[src/rtl/mac3_tx.sv]
// mac3_tx: transmit driver for the three-word multiply-accumulate stream.
// Buffers (a, b, c) operand triples in a FIFO. Each triple goes out on a
// valid-qualified word bus as three back-to-back beats a, b, c. After each
// triple the bus can be held idle for GAP cycles.
//
// Parameters: DW (word width), DEPTH (FIFO entries, power of 2, >= 2),
//             GAP (idle cycles after each triple, 0..15).
// Ports:
//   clk, rst_n               clock, asynchronous active-low reset
//   req_valid/req_ready      request handshake (req_ready = FIFO not full)
//   req_a, req_b, req_c      operand triple
//   tx_valid, tx_data        serialized stream toward the accumulator
//   level                    FIFO occupancy
//   busy                     a triple or its trailing gap is in progress
// Optional result checker, enabled by defining MAC3_TX_CHECK_EN:
//   res_valid, res_data      accumulator results coming back
//   chk_err                  sticky error (mismatch, underflow, overflow)
//   chk_cnt                  saturating count of results received
module mac3_tx #(
    parameter int unsigned DW    = 32,
    parameter int unsigned DEPTH = 4,
    parameter int unsigned GAP   = 0
) (
    input  logic                       clk,
    input  logic                       rst_n,
    input  logic                       req_valid,
    output logic                       req_ready,
    input  logic [DW-1:0]              req_a,
    input  logic [DW-1:0]              req_b,
    input  logic [DW-1:0]              req_c,
    output logic                       tx_valid,
    output logic [DW-1:0]              tx_data,
    output logic [$clog2(DEPTH+1)-1:0] level,
    output logic                       busy
`ifdef MAC3_TX_CHECK_EN
    ,
    input  logic                       res_valid,
    input  logic [DW-1:0]              res_data,
    output logic                       chk_err,
    output logic [15:0]                chk_cnt
`endif
);

    localparam int unsigned AW = $clog2(DEPTH);
    localparam int unsigned LW = $clog2(DEPTH + 1);
    localparam int unsigned TW = 3 * DW;
    localparam int unsigned GW = 4;

    typedef enum logic [2:0] {
        S_IDLE,
        S_SA,
        S_SB,
        S_SC,
        S_GAPW
    } state_e;

    // ---------------- triple FIFO ----------------
    logic [TW-1:0] mem_q [DEPTH];
    logic [AW-1:0] wr_ptr_q, rd_ptr_q;
    logic [LW-1:0] level_q;
    logic          push, pop;
    logic [TW-1:0] head;

    assign req_ready = (level_q != LW'(DEPTH));
    assign push      = req_valid && req_ready;
    assign head      = mem_q[rd_ptr_q];

    // Storage needs no reset: entries are only read after being written.
    always_ff @(posedge clk) begin
        if (push) begin
            mem_q[wr_ptr_q] <= {req_a, req_b, req_c};
        end
    end

    // Pointers wrap naturally since DEPTH is a power of 2.
    always_ff @(posedge clk or negedge rst_n) begin
        if (!rst_n) begin
            wr_ptr_q <= '0;
            rd_ptr_q <= '0;
            level_q  <= '0;
        end else begin
            if (push) wr_ptr_q <= wr_ptr_q + AW'(1);
            if (pop)  rd_ptr_q <= rd_ptr_q + AW'(1);
            if (push && !pop)      level_q <= level_q + LW'(1);
            else if (!push && pop) level_q <= level_q - LW'(1);
        end
    end

    // ---------------- serializer FSM ----------------
    state_e          state_q, state_d;
    logic            tx_valid_q, tx_valid_d;
    logic [DW-1:0]   tx_data_q, tx_data_d;
    logic [GW-1:0]   gap_q, gap_d;
    logic [2*DW-1:0] cur_q, cur_d;      // {b, c} of the triple in flight
    logic            busy_q;
    logic            try_start;

    // Next-state and output decode.
    always_comb begin
        state_d    = state_q;
        tx_valid_d = tx_valid_q;
        tx_data_d  = tx_data_q;
        gap_d      = gap_q;
        cur_d      = cur_q;
        pop        = 1'b0;
        try_start  = 1'b0;

        unique case (state_q)
            S_IDLE: try_start = 1'b1;
            S_SA: begin
                tx_data_d = cur_q[2*DW-1 -: DW];
                state_d   = S_SB;
            end
            S_SB: begin
                tx_data_d = cur_q[DW-1:0];
                state_d   = S_SC;
            end
            S_SC: begin
                if (GAP == 0) begin
                    try_start = 1'b1;
                end else begin
                    tx_valid_d = 1'b0;
                    gap_d      = GW'(GAP - 1);
                    state_d    = S_GAPW;
                end
            end
            S_GAPW: begin
                if (gap_q == '0) try_start = 1'b1;
                else             gap_d = gap_q - GW'(1);
            end
            default: state_d = S_IDLE;
        endcase

        // Shared IDLE behaviour: start the next triple if one is queued.
        if (try_start) begin
            if (level_q != '0) begin
                pop        = 1'b1;
                tx_valid_d = 1'b1;
                tx_data_d  = head[TW-1 -: DW];
                cur_d      = head[2*DW-1:0];
                state_d    = S_SA;
            end else begin
                tx_valid_d = 1'b0;
                state_d    = S_IDLE;
            end
        end
    end

    // FSM and output registers.
    always_ff @(posedge clk or negedge rst_n) begin
        if (!rst_n) begin
            state_q    <= S_IDLE;
            tx_valid_q <= 1'b0;
            tx_data_q  <= '0;
            gap_q      <= '0;
            cur_q      <= '0;
            busy_q     <= 1'b0;
        end else begin
            state_q    <= state_d;
            tx_valid_q <= tx_valid_d;
            tx_data_q  <= tx_data_d;
            gap_q      <= gap_d;
            cur_q      <= cur_d;
            busy_q     <= (state_d != S_IDLE);
        end
    end

    assign tx_valid = tx_valid_q;
    assign tx_data  = tx_data_q;
    assign level    = level_q;
    assign busy     = busy_q;

`ifdef MAC3_TX_CHECK_EN
    // ---------------- result checker ----------------
    logic [DW-1:0]   cur_a_q;
    logic [DW-1:0]   exp_mem_q [2];
    logic            eq_wr_q, eq_rd_q;
    logic [1:0]      eq_cnt_q;
    logic            c_beat, eq_push, eq_pop;
    logic            mismatch, underflow, overflow;
    logic [2*DW-1:0] prod;
    logic [DW-1:0]   exp_val;
    logic            chk_err_q;
    logic [15:0]     chk_cnt_q;

    // The edge leaving SB is the one that puts c on the bus.
    assign c_beat    = (state_q == S_SB);
    assign prod      = (2*DW)'(cur_a_q) * (2*DW)'(cur_q[2*DW-1 -: DW]);
    assign exp_val   = DW'(prod + (2*DW)'(cur_q[DW-1:0]));
    assign eq_pop    = res_valid && (eq_cnt_q != 2'd0);
    assign underflow = res_valid && (eq_cnt_q == 2'd0);
    assign mismatch  = eq_pop && (exp_mem_q[eq_rd_q] != res_data);
    assign overflow  = c_beat && (eq_cnt_q == 2'd2) && !eq_pop;
    assign eq_push   = c_beat && !overflow;

    always_ff @(posedge clk) begin
        if (eq_push) begin
            exp_mem_q[eq_wr_q] <= exp_val;
        end
    end

    always_ff @(posedge clk or negedge rst_n) begin
        if (!rst_n) begin
            cur_a_q   <= '0;
            eq_wr_q   <= 1'b0;
            eq_rd_q   <= 1'b0;
            eq_cnt_q  <= '0;
            chk_err_q <= 1'b0;
            chk_cnt_q <= '0;
        end else begin
            if (pop) cur_a_q <= head[TW-1 -: DW];
            if (eq_push) eq_wr_q <= ~eq_wr_q;
            if (eq_pop)  eq_rd_q <= ~eq_rd_q;
            if (eq_push && !eq_pop)      eq_cnt_q <= eq_cnt_q + 2'd1;
            else if (!eq_push && eq_pop) eq_cnt_q <= eq_cnt_q - 2'd1;
            if (mismatch || underflow || overflow) chk_err_q <= 1'b1;
            if (res_valid && (chk_cnt_q != 16'hFFFF)) chk_cnt_q <= chk_cnt_q + 16'd1;
        end
    end

    assign chk_err = chk_err_q;
    assign chk_cnt = chk_cnt_q;
`endif

endmodule

[config.mk]
export PLATFORM = sky130hd
export DESIGN_NAME = mac3_tx
export DESIGN_NICKNAME = d
export VERILOG_FILES = /design/src/rtl/mac3_tx.sv
export SDC_FILE = /design/constraint.sdc
export NUM_CORES = 1
export LEC_CHECK = 0
export CORE_UTILIZATION = 25
export CTS_CLUSTER_SIZE = 24
export DETAILED_ROUTE_END_ITERATION = 12
export PLACE_DENSITY = 0.48
export SYNTH_ARGS = -nofsm -noshare
export SYNTH_HDL_FRONTEND = slang
export SYNTH_SLANG_ARGS = --single-unit
export TNS_END_PERCENT = 10
[constraint.sdc]
create_clock -name clk -period 5.9 [get_ports clk]
set_clock_uncertainty 0.05 [all_clocks]
set_input_delay 1.77 -clock clk [delete_from_list [all_inputs] [get_ports clk]]
set_output_delay 1.77 -clock clk [all_outputs]
set_load 0.02 [all_outputs]
Word level (Yosys, flattened, before mapping)
Memories as Yosys holds them, arrays and structs flattened. Index checks and enable logic that the tools add are counted.

Register bits: 112. Memory bits (writable): 384. Input port bits: 99. Output and inout port bits: 38. Memories kept: 1.

Memory list: mem_q (words 4, width 96, rd ports 1, clocked after Yosys merged registers in 0, write ports 1, RTL line 58) `logic [TW-1:0] mem_q [DEPTH];`.

$add $sub $neg: 5. Equality and inequality tests: 5. Muxes and demuxes: 14. Bitwise gates (word level): 1. Reduce and logical (&&, ||, !) cells: 14.

Operators by type and width (count): 32-bit 2-to-1 mux (2); 32-bit case mux with 2 select lines (1); 3-bit 2-to-1 mux (3); 3-bit case mux with 3 select lines (1); 3-bit by 2-bit == test with 1-bit output (second input constant) (2); 1-bit 2-to-1 mux (6); 3-bit nonzero test (2); 2-bit by 1-bit adder with 2-bit output (second input constant) (2); 4-bit zero test (1); 2-bit AND reduction (2); 4-bit by 1-bit subtractor with 4-bit output (second input constant) (1); 3-bit by 1-bit adder with 3-bit output (second input constant) (1); 3-bit by 1-bit == test with 1-bit output (second input constant) (1); 3-bit == test (second input constant) (1); 1-bit logical AND (3); 3-bit zero test (1); 3-bit inequality test (second input constant) (1); 3-bit OR reduction (1); 3-bit by 1-bit subtractor with 3-bit output (second input constant) (1); 1-bit zero test (2); 1-bit case mux with 2 select lines (1); 2-bit nonzero test (1); 2-bit OR reduction (1); 1-bit inverter (1).

Longest topological paths before layout
Gate-level depths: netlist of the first run.

Depth in word-level cells: 7. Mapped depth: 13. Mapped depth without buffers: 12.

Worst setup path before layout of the first run
OpenSTA, ideal clock, no wires.

Kind: input -> register. From: in req_valid. To: mem mem_q[1][0] in the netlist's numbering, enable pin. Setup time: 466 ps. Arrival: 4046 ps. Required time: 5384 ps. Setup slack: 1338 ps. Cell stages on the path: 1. Path through: and3_1.

Cells in the longest elaborated chain, start to end: 3.

RTL lines: start: declaration (RTL line 26) `input logic req_valid,`; 1-bit logical AND (RTL line 65) `assign push = req_valid && req_ready;`; 1-bit 2-to-1 mux (RTL line 70) `if (push) begin`; 1-bit 2-to-1 mux (not written as such) (RTL line 71) `mem_q[wr_ptr_q] <= {req_a, req_b, req_c};`; end: declaration (RTL line 58).

Every way passes these cells.

Worst setup path in the final report of the first run
From: reg gap_q[0]. To: reg level_q[1] (netlist: level[1]).

Cells in the longest elaborated chain, start to end: 7. Elaborated cells between the ends (all ways): 9. Classes of those cells: mux (4); reduce/logical (5).

RTL lines: start: declaration (RTL line 93) `logic [GW-1:0] gap_q, gap_d;`; start signal: assignment (RTL line 162) `gap_q <= gap_d;`; 4-bit zero test * (RTL line 128) `if (gap_q == '0) try_start = 1'b1;`; 1-bit 2-to-1 mux * (RTL line 128); 1-bit case mux with 2 select lines * (RTL line 108) `unique case (state_q)`; 1-bit 2-to-1 mux * (RTL line 135) `if (try_start) begin`; 1-bit zero test (RTL line 84) `if (push && !pop) level_q <= level_q + LW'(1);`; 1-bit logical AND (RTL line 84); 3-bit 2-to-1 mux or 2-bit nonzero test (tied branches); end signal: assignment (RTL line 84); end signal: assignment (RTL line 85) `else if (!push && pop) level_q <= level_q - LW'(1);`; end: declaration (RTL line 60) `logic [LW-1:0] level_q;`.

Every way passes the cells marked *; elsewhere a longest branch is shown, timed or not. A chain may end at the register's enable or synchronous reset.

==> results of run 1 <==
==> flip-flops by register name, summed over array words and instances (netlist names) <==
signal	flops
tx_valid	1
cur_q	64
state_q	3
gap_q	4
rd_ptr_q	2
wr_ptr_q	2
busy	1
tx_data	32
level	3
mem_q	384
==> worst max-delay path: stages (launching register included) <==
cell and delay (ns):
sky130_fd_sc_hd__dfrtp_1 0.40, sky130_fd_sc_hd__inv_1 0.09, sky130_fd_sc_hd__ha_1 0.17, sky130_fd_sc_hd__nor3b_1 0.28, sky130_fd_sc_hd__a211oi_2 0.17, sky130_fd_sc_hd__nor2b_4 0.66
sky130_fd_sc_hd__inv_2 0.60, sky130_fd_sc_hd__ha_1 0.41, sky130_fd_sc_hd__inv_1 0.07, sky130_fd_sc_hd__fa_1 0.39, sky130_fd_sc_hd__mux2_2 0.27
==> final cells by class <==
type | count | area [um2]
clock inverter | 26 | 218
clock buffer | 65 | 1320
multi-input combinational | 306 | 4450
inverter | 8 | 30.0
sequential | 496 | 14300
antenna | 2 | 5.00
fill | 7151 | 51800
tap | 969 | 1210
timing repair buffer | 150 | 1540
==> worst paths after layout <==
| path | from | end | slack [ns] | cells past startpoint |
|---|---|---|---|---|
| worst max-delay path | gap_q[0] | level[1] | 2.22 | 10 |
| worst min-delay path | gap_q[0] | gap_q[0] | 0.44 | 1 |
| worst max register to register | gap_q[0] | level[1] | 2.22 | 10 |
| worst min register to register | gap_q[0] | gap_q[0] | 0.44 | 1 |
| max in group asynchronous | rst_n | rd_ptr_q[0] | 3.68 | 2 |
| min in group asynchronous | rst_n | cur_q[41] | 1.16 | 1 |
==> logic make-up (layout without fill, tap and decap cells) <==
family	Yosys count	in the layout	synth area share, %
AND/OR/NAND/NOR	27	27	0.826
multiplexers	195	195	18.4
AO/OA/AOI/OAI	68	68	2.92
flip-flops	496	496	75.1
other	0	2	0
buffers and inverters	55	249	1.80
adder cells (fa/ha/maj)	8	8	0.564
XOR/XNOR	8	8	0.367
==> placed cells by master (no fill, tap or decap), types with 15 or more instances in the layout <==
cell                              instances
sky130_fd_sc_hd__dfrtp_1                110
sky130_fd_sc_hd__clkbuf_16               49
sky130_fd_sc_hd__mux4_2                  94
sky130_fd_sc_hd__a22oi_1                 32
sky130_fd_sc_hd__clkinv_1                15
sky130_fd_sc_hd__o2bb2ai_1               32
sky130_fd_sc_hd__clkdlybuf4s50_1        135
sky130_fd_sc_hd__edfxtp_1               384
sky130_fd_sc_hd__mux2_2                  39
sky130_fd_sc_hd__mux2_4                  60
==> Yosys cell counts (all sizes together) (4+ instances only) <==
library cell and number:
edfxtp 384, dfrtp 112, mux2 99, mux4 96, a22oi 32, o2bb2ai 32
buf 25, clkbuf 22, inv 8, ha 7, xnor2 5, and3 4
nand2 4, nor2 4, nor2b 4
==> layer usage <==
layer | track usage, % | up-vias | routed length [um] | share of wire, %
met2 | 18.8 | 146 | 21400 | 49
met5 | 0 | - | 85 | 0.19
met3 | 2.74 | 72 | 2270 | 5.2
li1 | - | 3845 | - | -
met4 | 3.13 | 14 | 799 | 1.8
met1 | 15.0 | 4638 | 19500 | 44
==> power groups by stage <==
stage          registers (mW)  logic, mW  clock network, mW
2_1_floorplan            5.31       3.27                  0
3_3_place_gp             5.36       4.51                  0
3_5_place_dp             5.38       4.54                  0
4_1_cts                  5.32       4.55               3.07
5_1_grt                  5.40       4.78               3.19
6_report                 5.29       4.43               2.97
==> summary.txt, run 1 <==
FLOORPLAN
------------------------------------------------------------------------------------
Number of rows in the core area                                                  100
Initial Util                                                                   25.5%
Chip width                                                                    278 um
# IOs                                                                            137
Area of the die                                                            77400 um2
Die H                                                                         278 um
Core footprint                                                             74900 um2

GLOBAL ROUTE
------------------------------------------------------------------------------------
Initial antenna violation count                                                    9
Global-route wire length before repair                                      65200 um
Sum of overflow across all layers after global routing                             0
Via count of the first global-routing pass                                      9380
Largest net degree at the start of global routing                                 81
Total Routing Usage GR                                                         11.4%

WORST HOLD PATH
------------------------------------------------------------------------------------
Class of the most critical hold timing path                             register to register

LOGIC SYNTHESIS
------------------------------------------------------------------------------------
Total standard cell area after synthesis                                   19100 um2
Predominant post-synthesis flop cell                                    sky130_fd_sc_hd__edfxtp_1
Synth area leader                                                       sky130_fd_sc_hd__edfxtp_1
Synthesized instance count                                                       857
Post-synthesis cell type count                                                    39
Post-synth EDFFs                                                                 384
Most area-consuming cells after synthesis                               sky130_fd_sc_hd__edfxtp_1, sky130_fd_sc_hd__dfrtp_1, sky130_fd_sc_hd__mux4_2
Net Count, Synth                                                                 964
Proportion of synthesized flip-flops having asynchronous set or reset          22.6%
Post-synthesis sequential element count                                          496
Top-area cell type share of the netlist area                                   60.4%
Sequential element share of the synthesized area                               75.1%
Per-instance average area after synthesis                                   22.3 um2
Synth Warn #                                                                       0

TIMING
------------------------------------------------------------------------------------
Fin. max-slew vios                                                                 0
Actual slew at the worst max-slew pin                                        1.11 ns
Slew headroom                                                                  26.0%
Fin Setup TNS                                                                   0 ns
Number of hold violations in the final report                                      0
Minimum hold slack                                                          0.445 ns
Endpoints failing setup                                                            0
Tmin final                                                                   3.68 ns
Part of the cycle the worst path needs                                         62.4%
Max frequency                                                                272 MHz
RSZ-0062 raised after global routing                                              no
Final Worst Setup Slack                                                      2.22 ns

CLOCK TREE
------------------------------------------------------------------------------------
Post-CTS Hold Buffers                                                              0
Insertion delay of the later-clocked pin in the worst-skew pair              0.58 ns
TritonCTS clock tree                                                             yes
Clock tree sinks                                                                 496
Buffer count from post-CTS setup fixing                                            0
Maximum clock insertion buffer count                                               3
Clk pin slew, worst setup/hold paths                                         0.06 ns
Clock buffers created by TritonCTS                                                49
Number of gates resized after CTS                                                  0
Number of levels in the clock H-tree                                               2
Cell at the root of the clock tree                                      sky130_fd_sc_hd__clkbuf_16

POWER
------------------------------------------------------------------------------------
Total power density per cell area                                         549 nW/um2
Net switching fraction of the power                                            30.3%
Leakage Power                                                                7.80 nW
Net load switching power                                                     3.85 mW
Tot Pwr                                                                      12.7 mW
Worst vdd rail ir drop                                                        354 uV
Clock network power share                                                      23.4%
Internal Power                                                               8.84 mW
Combinational share of power                                                   34.9%
Share of total power in sequential cells                                       41.7%

PLACED DESIGN
------------------------------------------------------------------------------------
Gp weighted congestion                                                         0.700
Dpl ws                                                                       1.93 ns
Area of placed instances                                                   21600 um2
Cell total after placement                                                      1929
Count of input and output buffers                                                136
Final HPWL DP                                                               27600 um

DETAILED ROUTING
------------------------------------------------------------------------------------
Length of the first detailed-routing pass in iterations                            4
Total Routed Length                                                         44000 um
Average wire per standard cell                                               21.8 um
Iter 0 DRT Violations                                                            447
Vias/cell                                                                       4.31
Remaining antenna violation count                                                  0
Remaining DRCs                                                                     0
Vias                                                                            8715

FINAL LAYOUT
------------------------------------------------------------------------------------
Final cell count without fillers                                                2022
Synth-to-Final Area Change                                                     21.1%
Share of post-route cells with drive strength above 1                          27.0%
Post-layout utilization of the core                                            30.8%
Final instance area                                                        23100 um2
Nets@finish                                                                     1118

RUN
------------------------------------------------------------------------------------
Max_cap viols                                                                      0

WORST SETUP PATH
------------------------------------------------------------------------------------
Critical path fanouts, max                                                        36
Critical path arrival                                                        4.08 ns
Required time of the worst setup path                                        6.29 ns
CP Class                                                                register to register
Worst Setup End Kind                                                        register
Launching element type of the critical path                                 register

OUTCOME
------------------------------------------------------------------------------------
Status                                                                  finished clean

No activity file was read; power rests on OpenSTA's default activity.
==> run 2, diff against run 1 <==
Settings changed: PLACE_DENSITY 0.48 to 0.49.
Clock period 5.9 ns to 3.3 ns, I/O delays scaled along.
==> run 2 against run 1 <==
Effect of this change:
- routed wire length is 1.6% lower
- combinational power rose by 87%
- worst setup slack worse by 1.9 ns
- core utilization grew 0.43 points
- design area grew 1.4%
- sequential cell count did not move
- die area stayed put
- critical path depth is 7 lower
- first-iteration DRC count grew 0.89%
- critical path type is now register to primary output
==> summary.txt, run 2 (synthesis gave the netlist of run 1 again) <==
DETAILED ROUTING
------------------------------------------------------------------------------
Average wire per standard cell                                         21.3 um   -2.2%
Length of the first detailed-routing pass in iterations                      4   unchanged
Iter 0 DRT Violations                                                      451   +0.89%
Total Routed Length                                                   43300 um   -1.6%
Remaining DRCs                                                               0   unchanged
Vias/cell                                                                 4.30   -0.27%
Remaining antenna violation count                                            0   unchanged
Vias                                                                      8747   +0.37%

TIMING
------------------------------------------------------------------------------
Actual slew at the worst max-slew pin                                 0.744 ns   -0.363 ns
Number of hold violations in the final report                                0   unchanged
Tmin final                                                             2.98 ns
Fin. max-slew vios                                                           0   unchanged
Endpoints failing setup                                                      0   unchanged
Final Worst Setup Slack                                               0.317 ns   -1.90 ns
RSZ-0062 raised after global routing                                        no
Part of the cycle the worst path needs                                   90.4%
Slew headroom                                                            50.4%   +24 points
Max frequency                                                          335 MHz

POWER
------------------------------------------------------------------------------
Internal Power                                                         16.4 mW   +85%
Clock network power share                                                24.5%   +1.1 points
Worst vdd rail ir drop                                                  682 uV   +93%
Net load switching power                                               6.92 mW   +80%
Leakage Power                                                          7.97 nW   +2.1%
Share of total power in sequential cells                                 39.9%   -1.8 points
Combinational share of power                                             35.6%   +0.7 points
Net switching fraction of the power                                      29.7%   -0.60 points
Total power density per cell area                                   994 nW/um2   +81%

GLOBAL ROUTE
------------------------------------------------------------------------------
Initial antenna violation count                                             13   +4
Via count of the first global-routing pass                                9433   +0.57%
Global-route wire length before repair                                64500 um   -1.1%
Largest net degree at the start of global routing                          113   +40%
Total Routing Usage GR                                                   11.3%   -0.16 points
Sum of overflow across all layers after global routing                       0   unchanged

WORST SETUP PATH
------------------------------------------------------------------------------
Critical path arrival                                                  1.94 ns   -2.14 ns
Critical path fanouts, max                                                   6   -83%
Required time of the worst setup path                                  2.26 ns   -4.03 ns
Worst Setup End Kind                                              primary output
CP Class                                                          register to primary output
Worst reg2reg setup slack                                              0.71 ns   -1.51 ns
Launching element type of the critical path                           register

FLOORPLAN
------------------------------------------------------------------------------
Core footprint                                                       74900 um2   unchanged
Number of rows in the core area                                            100   unchanged
Area of the die                                                      77400 um2   unchanged
Die H                                                                   278 um   unchanged
Initial Util                                                             25.5%   unchanged
# IOs                                                                      137   unchanged
Chip width                                                              278 um   unchanged

PLACED DESIGN
------------------------------------------------------------------------------
Count of input and output buffers                                          136   unchanged
Cell total after placement                                                1941   +0.62%
Gp weighted congestion                                                   0.688   -1.7%
Final HPWL DP                                                         26700 um   -3.2%
Dpl ws                                                                0.211 ns   -1.72 ns

FINAL LAYOUT
------------------------------------------------------------------------------
Final cell count without fillers                                          2035   +0.64%
Register ranked first by flip-flop count                                 mem_q
Share of post-route cells with drive strength above 1                    28.6%   +1.6 points
Commonest cells after routing, fill and taps aside                sky130_fd_sc_hd__edfxtp_1, sky130_fd_sc_hd__clkdlybuf4s50_1, sky130_fd_sc_hd__dfrtp_1, sky130_fd_sc_hd__mux4_2, sky130_fd_sc_hd__mux2_4
Commonest non-fill, non-tap cell in the layout                    sky130_fd_sc_hd__edfxtp_1
Nets@finish                                                               1130   +1.1%
Synth-to-Final Area Change                                               22.8%
Number of filler cells placed in the layout                               7130   -0.29%
Flip-flop count of the largest register after layout                       384   unchanged

WORST HOLD PATH
------------------------------------------------------------------------------
Class of the most critical hold timing path                       register to register

CLOCK TREE
------------------------------------------------------------------------------
Number of levels in the clock H-tree                                         2   unchanged
Clock buffers created by TritonCTS                                          49   unchanged
Insertion delay of the later-clocked pin in the worst-skew pair        0.57 ns   about the same
Buffer count from post-CTS setup fixing                                      0   unchanged
Post-CTS Hold Buffers                                                        0   unchanged
TritonCTS clock tree                                                       yes
Clock tree sinks                                                           496   unchanged
Maximum clock insertion buffer count                                         3   unchanged
Number of gates resized after CTS                                            0   unchanged
Clk pin slew, worst setup/hold paths                                   0.06 ns   about the same
Cell at the root of the clock tree                                sky130_fd_sc_hd__clkbuf_16

RUN
------------------------------------------------------------------------------
Max_cap viols                                                                0   unchanged

OUTCOME
------------------------------------------------------------------------------
Status                                                            finished clean

==> run 2: cell count changes in the layout (fill, tap and decap cells not counted), sizes merged <==
cell	change
buf	+12
bufinv	+4
clkbuf	+5
clkinv	-8
clkinvlp	-2
diode	+1
inv	+1
==> run 2: path summary, 6_finish.rpt <==
check	depth (start not counted)	end	from
worst max-delay path	3	req_ready	level[0]
worst min-delay path	1	gap_q[0]	gap_q[0]
worst max register to register	12	level[2]	gap_q[0]
worst min register to register	1	gap_q[0]	gap_q[0]
max in group asynchronous	2	rd_ptr_q[0]	rst_n
min in group asynchronous	2	tx_data[29]	rst_n
==> run 2: cell type report <==
type | count | area [um2] | share of cell area, %
Timing Repair Buffer | 162 | 1740 | 7.43
Multi-Input combinational cell | 306 | 4450 | 19.0
Clock buffer | 70 | 1370 | 5.83
Clock inverter | 21 | 285 | 1.22
Tap cell | 969 | 1210 | 5.17
Antenna cell | 3 | 7.51 | 0.0320
Sequential cell | 496 | 14300 | 61.2
Inverter | 8 | 30.0 | 0.128
==> run 2: worst max-delay path: stages, from the launching register on <==
cell	delay [ns]
sky130_fd_sc_hd__dfrtp_1	0.46
sky130_fd_sc_hd__nor2_1	0.06
sky130_fd_sc_hd__nand2_1	0.20
sky130_fd_sc_hd__clkdlybuf4s50_1	0.66
==> run 2: power by group through the flow <==
stage	logic [mW]	clock network, mW	registers (mW)
5_1_grt	8.92	6.09	9.46
3_3_place_gp	8.45	0	9.39
4_1_cts	8.53	5.87	9.33
6_report	8.28	5.71	9.29
3_5_place_dp	8.50	0	9.44
2_1_floorplan	5.84	0	9.47
==> run 2: metrics by stage <==
step	util (%)	hold slack, ns	setup TNS, ns	instance area [um2]	power, mW
final	31.3	0.450	0	23400	23.3
after global routing	31.3	0.476	0	23400	24.5
after CTS	31.3	0.454	0	23400	23.7
after detailed placement	29.1	0.441	0	21800	17.9
after global placement	29.1	0.429	0	21800	17.8
after floorplan	-	0.411	-137.57	19100	15.3
==> run 2: per-layer routing <==
metal  wire length, um  up-vias  global-route usage (%)  share of wire (%)
met1             19400     4652                    15.1                 45
met3              2470       74                    3.01                5.7
met4               843       20                    2.97                1.9
met5               126        -                       0               0.29
met2             20500      143                    18.0                 47
li1                  -     3858                       -                  -
